--- src/rtl/dll_lock_sequencer_pkg.sv ---
// Shared state encodings and default timing values for the DLL lock sequencer.
package dll_lock_sequencer_pkg;

    // Sequencer states; the encoding is visible on seq_state for debug.
    typedef enum logic [1:0] {
        ST_RESET_DLL = 2'd0,
        ST_WAIT_LOCK = 2'd1,
        ST_STABILIZE = 2'd2,
        ST_RUN       = 2'd3
    } seq_state_e;

    // Default timing, in ui_board_clk cycles.
    localparam int DEF_DLL_RST_CYCLES = 8;      // CLKDLL needs at least 3
    localparam int DEF_LOCK_TIMEOUT   = 65536;
    localparam int DEF_STABLE_CYCLES  = 1024;
    localparam int DEF_CNT_W          = 17;

    // Lock-loss counter saturates instead of wrapping.
    localparam logic [7:0] LOST_CNT_MAX = 8'd255;

endpackage

--- src/rtl/dll_lock_sequencer_sync_2ff.sv ---
// Two-flop synchronizer for a single asynchronous bit, with a
// configurable reset value so an input can come up in its safe state.
module sync_2ff #(
    parameter logic RESET_VAL = 1'b0
) (
    input  logic clk_i,
    input  logic rst_i,
    input  logic d_i,
    output logic q_o
);

    logic meta_q;
    logic sync_q;

    // Two back-to-back flops; only sync_q is used downstream.
    always_ff @(posedge clk_i or posedge rst_i) begin
        if (rst_i) begin
            meta_q <= RESET_VAL;
            sync_q <= RESET_VAL;
        end else begin
            meta_q <= d_i;
            sync_q <= meta_q;
        end
    end

    assign q_o = sync_q;

endmodule

--- src/rtl/dll_lock_sequencer.sv ---
// DLL lock sequencer: pulses the DLL reset, waits for both DLLs to report
// lock, requires a stable lock window, then releases the system reset.
// Any lock loss while running restarts the whole sequence.
module dll_lock_sequencer
    import dll_lock_sequencer_pkg::*;
#(
    parameter int DLL_RST_CYCLES = DEF_DLL_RST_CYCLES,
    parameter int LOCK_TIMEOUT   = DEF_LOCK_TIMEOUT,
    parameter int STABLE_CYCLES  = DEF_STABLE_CYCLES,
    parameter int CNT_W          = DEF_CNT_W
) (
    input  logic       ui_board_clk,
    input  logic       ui_reset,
    input  logic       ui_clk_mirror_locked_int,
    input  logic       ui_clk_mirror_locked_ext,
    output logic       dll_rst,
    output logic       sys_rst,
    output logic       clocks_ready,
    output logic [7:0] lock_lost_count,
    output logic [1:0] seq_state
);

    // Terminal counts: each state ends on the cycle its counter shows N-1.
    localparam logic [CNT_W-1:0] RST_LAST     = CNT_W'(DLL_RST_CYCLES - 1);
    localparam logic [CNT_W-1:0] TIMEOUT_LAST = CNT_W'(LOCK_TIMEOUT - 1);
    localparam logic [CNT_W-1:0] STABLE_LAST  = CNT_W'(STABLE_CYCLES - 1);

    logic lock_int_n_sync;
    logic lock_ext_n_sync;
    logic both_locked;

    seq_state_e       state_q, state_d;
    logic [CNT_W-1:0] cnt_q, cnt_d;
    logic [7:0]       lost_q, lost_d;
    logic             dll_rst_q, dll_rst_d;
    logic             sys_rst_q, sys_rst_d;
    logic             ready_q, ready_d;

    // Lock pins are active-low; synchronizers reset to 1 = "not locked".
    sync_2ff #(.RESET_VAL(1'b1)) u_sync_int (
        .clk_i (ui_board_clk),
        .rst_i (ui_reset),
        .d_i   (ui_clk_mirror_locked_int),
        .q_o   (lock_int_n_sync)
    );

    sync_2ff #(.RESET_VAL(1'b1)) u_sync_ext (
        .clk_i (ui_board_clk),
        .rst_i (ui_reset),
        .d_i   (ui_clk_mirror_locked_ext),
        .q_o   (lock_ext_n_sync)
    );

    assign both_locked = ~lock_int_n_sync & ~lock_ext_n_sync;

    // Next-state, counter and registered-output decode.
    always_comb begin
        state_d = state_q;
        lost_d  = lost_q;

        case (state_q)
            ST_RESET_DLL: begin
                if (cnt_q == RST_LAST) begin
                    state_d = ST_WAIT_LOCK;
                end
            end
            ST_WAIT_LOCK: begin
                // A timeout re-pulses the DLL but is not a lock loss.
                if (both_locked) begin
                    state_d = ST_STABILIZE;
                end else if (cnt_q == TIMEOUT_LAST) begin
                    state_d = ST_RESET_DLL;
                end
            end
            ST_STABILIZE: begin
                // Loss is checked first so it wins over window completion.
                if (!both_locked) begin
                    state_d = ST_WAIT_LOCK;
                end else if (cnt_q == STABLE_LAST) begin
                    state_d = ST_RUN;
                end
            end
            ST_RUN: begin
                if (!both_locked) begin
                    state_d = ST_RESET_DLL;
                    if (lost_q != LOST_CNT_MAX) begin
                        lost_d = lost_q + 8'd1;
                    end
                end
            end
            default: state_d = ST_RESET_DLL;
        endcase

        // Counter restarts on every transition and idles while running.
        if (state_d != state_q) begin
            cnt_d = '0;
        end else if (state_q == ST_RUN) begin
            cnt_d = cnt_q;
        end else begin
            cnt_d = cnt_q + 1'b1;
        end

        // Outputs decoded from the next state so they line up with state_q.
        dll_rst_d = (state_d == ST_RESET_DLL);
        sys_rst_d = (state_d != ST_RUN);
        ready_d   = (state_d == ST_RUN);
    end

    // State, counter and output registers; reset forces the safe values.
    always_ff @(posedge ui_board_clk or posedge ui_reset) begin
        if (ui_reset) begin
            state_q   <= ST_RESET_DLL;
            cnt_q     <= '0;
            lost_q    <= 8'd0;
            dll_rst_q <= 1'b1;
            sys_rst_q <= 1'b1;
            ready_q   <= 1'b0;
        end else begin
            state_q   <= state_d;
            cnt_q     <= cnt_d;
            lost_q    <= lost_d;
            dll_rst_q <= dll_rst_d;
            sys_rst_q <= sys_rst_d;
            ready_q   <= ready_d;
        end
    end

    assign dll_rst         = dll_rst_q;
    assign sys_rst         = sys_rst_q;
    assign clocks_ready    = ready_q;
    assign lock_lost_count = lost_q;
    assign seq_state       = state_q;

endmodule

--- config.mk ---
export PLATFORM = sky130hd
export DESIGN_NAME = dll_lock_sequencer
export DESIGN_NICKNAME = d
export VERILOG_FILES = /design/src/rtl/dll_lock_sequencer_pkg.sv /design/src/rtl/dll_lock_sequencer_sync_2ff.sv /design/src/rtl/dll_lock_sequencer.sv
export SDC_FILE = /design/constraint.sdc
export NUM_CORES = 1
export LEC_CHECK = 0
export ABC_CLOCK_PERIOD_IN_PS = 3200
export CORE_ASPECT_RATIO = 0.75
export CORE_UTILIZATION = 27
export DETAILED_ROUTE_END_ITERATION = 8
export DONT_BUFFER_PORTS = 1
export GPL_TIMING_DRIVEN = 0
export SETUP_SLACK_MARGIN = 0.1
export SYNTH_ARGS = -nofsm -noshare
export SYNTH_HDL_FRONTEND = slang
export SYNTH_SLANG_ARGS = --single-unit
--- constraint.sdc ---
create_clock -name ui_board_clk -period 3.2 [get_ports ui_board_clk]
set_clock_uncertainty 0.15 [all_clocks]
set_input_delay 0.96 -clock ui_board_clk [delete_from_list [all_inputs] [get_ports ui_board_clk]]
set_output_delay 0.96 -clock ui_board_clk [all_outputs]
set_load 0.01 [all_outputs]
==> summary.md <==
| Metric | Value |
|---|---|
| Crit path max-delay family | simple AND/OR/NAND/NOR gates |
| Outcome | finished, final reports clean |
| PortBufs | 0 |
| Area contributors post-synth | dfrtp_1, dfstp_2, xor2_1, nor2_1, xnor2_1 |
| Internal | 915 uW |
| CP Cell Sequence | ha_1 -> nand2_1 -> nor4_1 -> and3_1 -> ha_1 -> o21ai_0 -> o311ai_2 -> o21a_4 -> buf_8 -> nor2_1 |
| Initial Utilization | 0.290 |
| DR DRC count | 0 |
| Clock network power share | 0.364 |
| Sw Share | 0.299 |
| Slew headroom | 0.648 |
| Max VDD drop | 0.000295 V |
| Synthesized area | 0.00160 mm2 |
| Post-synthesis cell count | 152 |
| Post-Place Cell Area | 0.00170 mm2 |
| RSZ-0062 raised after global routing | false |
| Share of cells above drive strength 1 | 0.124 |
| Die span in y | 68.7 um |
| Overall Global Routing Usage | 0.108 |
| DIE AREA | 0.00625 mm2 |
| CP peak stage delay | 0.48 ns |
| CTS tree | done |
| Max-cap check violation count | 0 |
| Syn_area_per_cell | 10.5 um2 |
| DP HPWL | 2.09 mm |
| Clock transition at path regs | 0.08 ns |
| Seq/Total Area, Yosys | 0.536 |
| Routed vias | 1,089 |
| Yosys warnings | 0 |
| Count of unique library cells instantiated by Yosys | 32 |
| CP arrival | 2.60 ns |
| Comb pwr share | 0.185 |
| Fin. Hold Viols | 0 |
| Number of global-route vias before repair | 1,078 |
| Most frequent cells in the layout | dfrtp_1, nor2_1, xor2_1, nand2_1 |
| Vias per cell | 4.61 |
| Reg power frac | 0.450 |
| Clock Sinks | 34 |
| Ant. Diodes | 0 |
| Std cell rows | 23 |
| Placer Congestion | 0.815 |
| Max Clk Rate | 0.388 GHz |
| Final WL | 2.85 mm |
| Post-CTS sizing | 0 |
| Leakage | 0.788 nW |
| Post-synthesis register bit count | 34 |
| Power, Total | 1.30 mW |
| First-pass GRT wire length | 5.16 mm |
| Psw | 390 uW |
| First DRT Iteration DRCs | 51 |
| Area Overhead vs Synth | 16.2% |
| Initial antenna violation count | 0 |
| Number of post-CTS setup repair buffers | 0 |
| Worst Hold Class | reg -> reg |
| I/O pins | 17 |
| Clk buf depth | 2 |
| Clock Latency Late Sink | 0.29 ns |
| Commonest non-fill, non-tap cell in the layout | dfrtp_1 |
| Required time of the critical path | 3.23 ns |
| First drt pass iteration count | 4 |
| Final Cycle Share | 0.805 |
| Die width | 90.9 um |
| Critical Path Source Type | flip-flop |
| Crit path buf inv count | 1 |
| Post-route cell area | 0.00186 mm2 |
| Top-area cell type share of the netlist area | 0.438 |
| Final setup TNS | 0 ns |
| CTS Buf Count | 5 |
| Net Count, Synth | 159 |
| Crit end category | flip-flop |
| Cell Pwr Density | 701 mW/mm2 |
| Max Transition Viols Final | 0 |
| CP max stage cell | nor4_1 |
| Overflow after GRT | 0 |
| Net count, final | 167 |
| WS Path Type | reg -> reg |
| CTS Hold Buffers Added | 0 |
| Htree depth | 2 |
| CTS root buf | clkbuf_8 |
| Most used cell along the critical path | ha_1 |
| Worst Tran Pin Value | 0.526 ns |
| Min Tclk post-route | 2.58 ns |
| Largest area contributor in the netlist | dfrtp_1 |
| Post-DRT Antenna Nets | 0 |
| Setup-failing EPs final | 0 |
| Critical path fanouts, max | 10 |
| Largest net degree at the start of global routing | 35 |
| CORE AREA | 0.00553 mm2 |
| Avg WL per Cell | 12.1 um |
==> cell families after synthesis <==
| logic type | share of synthesized area |
|---|---|
| buffers and inverters | 0.0281 |
| adder cells (fa/ha/maj) | 0.0234 |
| XOR/XNOR | 0.115 |
| flip-flops | 0.536 |
| AND/OR/NAND/NOR | 0.219 |
| AO/OA/AOI/OAI | 0.0719 |
| multiplexers | 0.00703 |
==> sequential cells by signal, summed over array words and instances (netlist names) <==
signal	count
clocks_ready	1
u_sync_int.q_o	1
u_sync_ext.meta_q	1
cnt_q	17
sys_rst	1
dll_rst	1
u_sync_ext.q_o	1
u_sync_int.meta_q	1
lock_lost_count	8
seq_state	2
==> power groups by stage <==
stage	registers (mW)	clock network (mW)	logic (mW)
final	0.588	0.476	0.242
after global routing	0.600	0.504	0.280
after CTS	0.587	0.485	0.240
after detailed placement	0.595	0	0.239
after global placement	0.595	0	0.235
after floorplan	0.576	0	0.194
==> metal layers <==
metal	track usage	wire length (um)
met5	0	0
met4	0.0476	21
met3	0.0351	149
met2	0.151	1080
met1	0.153	1600
==> worst paths after layout <==
| check | start | end | slack, ns | cells after the start |
|---|---|---|---|---|
| max reg2reg | cnt_q[0]$_DFFE_PP0P_ | cnt_q[14]$_DFFE_PP0P_ | 0.62 | 10 |
| min reg2reg | u_sync_ext.meta_q$_DFF_PP1_ | u_sync_ext.q_o$_DFF_PP1_ | 0.21 | 0 |
| max in group asynchronous | ui_reset | sys_rst$_DFF_PP1_ | 2.05 | 2 |
| min | u_sync_ext.meta_q$_DFF_PP1_ | u_sync_ext.q_o$_DFF_PP1_ | 0.21 | 0 |
| max | cnt_q[0]$_DFFE_PP0P_ | cnt_q[14]$_DFFE_PP0P_ | 0.62 | 10 |
| min in group asynchronous | ui_reset | cnt_q[16]$_DFFE_PP0P_ | 0.37 | 1 |
==> final cells by class <==
type                            count  area [um2]
Buffer                              3        22.5
Clock buffer                        5        68.8
Clock inverter                      3        68.8
Inverter                            6        22.5
Timing Repair Buffer                1        27.5
Sequential cell                    34         858
Tap cell                           75        93.8
Fill cell                         582        3660
Multi-Input combinational cell    109         698
==> per-stage QoR <==
stage	setup slack, ns	cells	hold WS, ns	utilization
4_1_cts	0.670	235	0.207	0.332
3_5_place_dp	0.689	227	0.197	0.307
2_1_floorplan	0.973	152	0.195	-
3_3_place_gp	0.682	227	0.195	0.307
5_1_grt	0.411	236	0.212	0.337
6_report	0.624	236	0.206	0.337
==> Yosys cell counts, drive strengths merged <==
master    n
or2       2
nand3     5
and2      1
buf       1
nor4      5
nor3      5
mux2      1
o21a      1
o211ai    1
o31a      1
dfrtp    28
a31oi     1
o32a      1
and3      4
xnor2     9
and4      2
dfstp     6
o21ai     4
o31ai     1
clkbuf    2
o22ai     3
xor2     12
ha        3
nor2b     1
a21oi     1
nand4     9
o311ai    1
inv       6
nand2    11
nor2     23
nand4bb   1
==> worst reg2reg max path: cells and delay by family (launching register included) <==
kind | cells | cell delay [ns]
adder cells (fa/ha/maj) | 2 | 0.39
AO/OA/AOI/OAI | 3 | 0.46
buffers and inverters | 1 | 0.13
AND/OR/NAND/NOR | 4 | 0.90
flip-flops | 1 | 0.42
No activity file was read; power rests on OpenSTA's default activity.
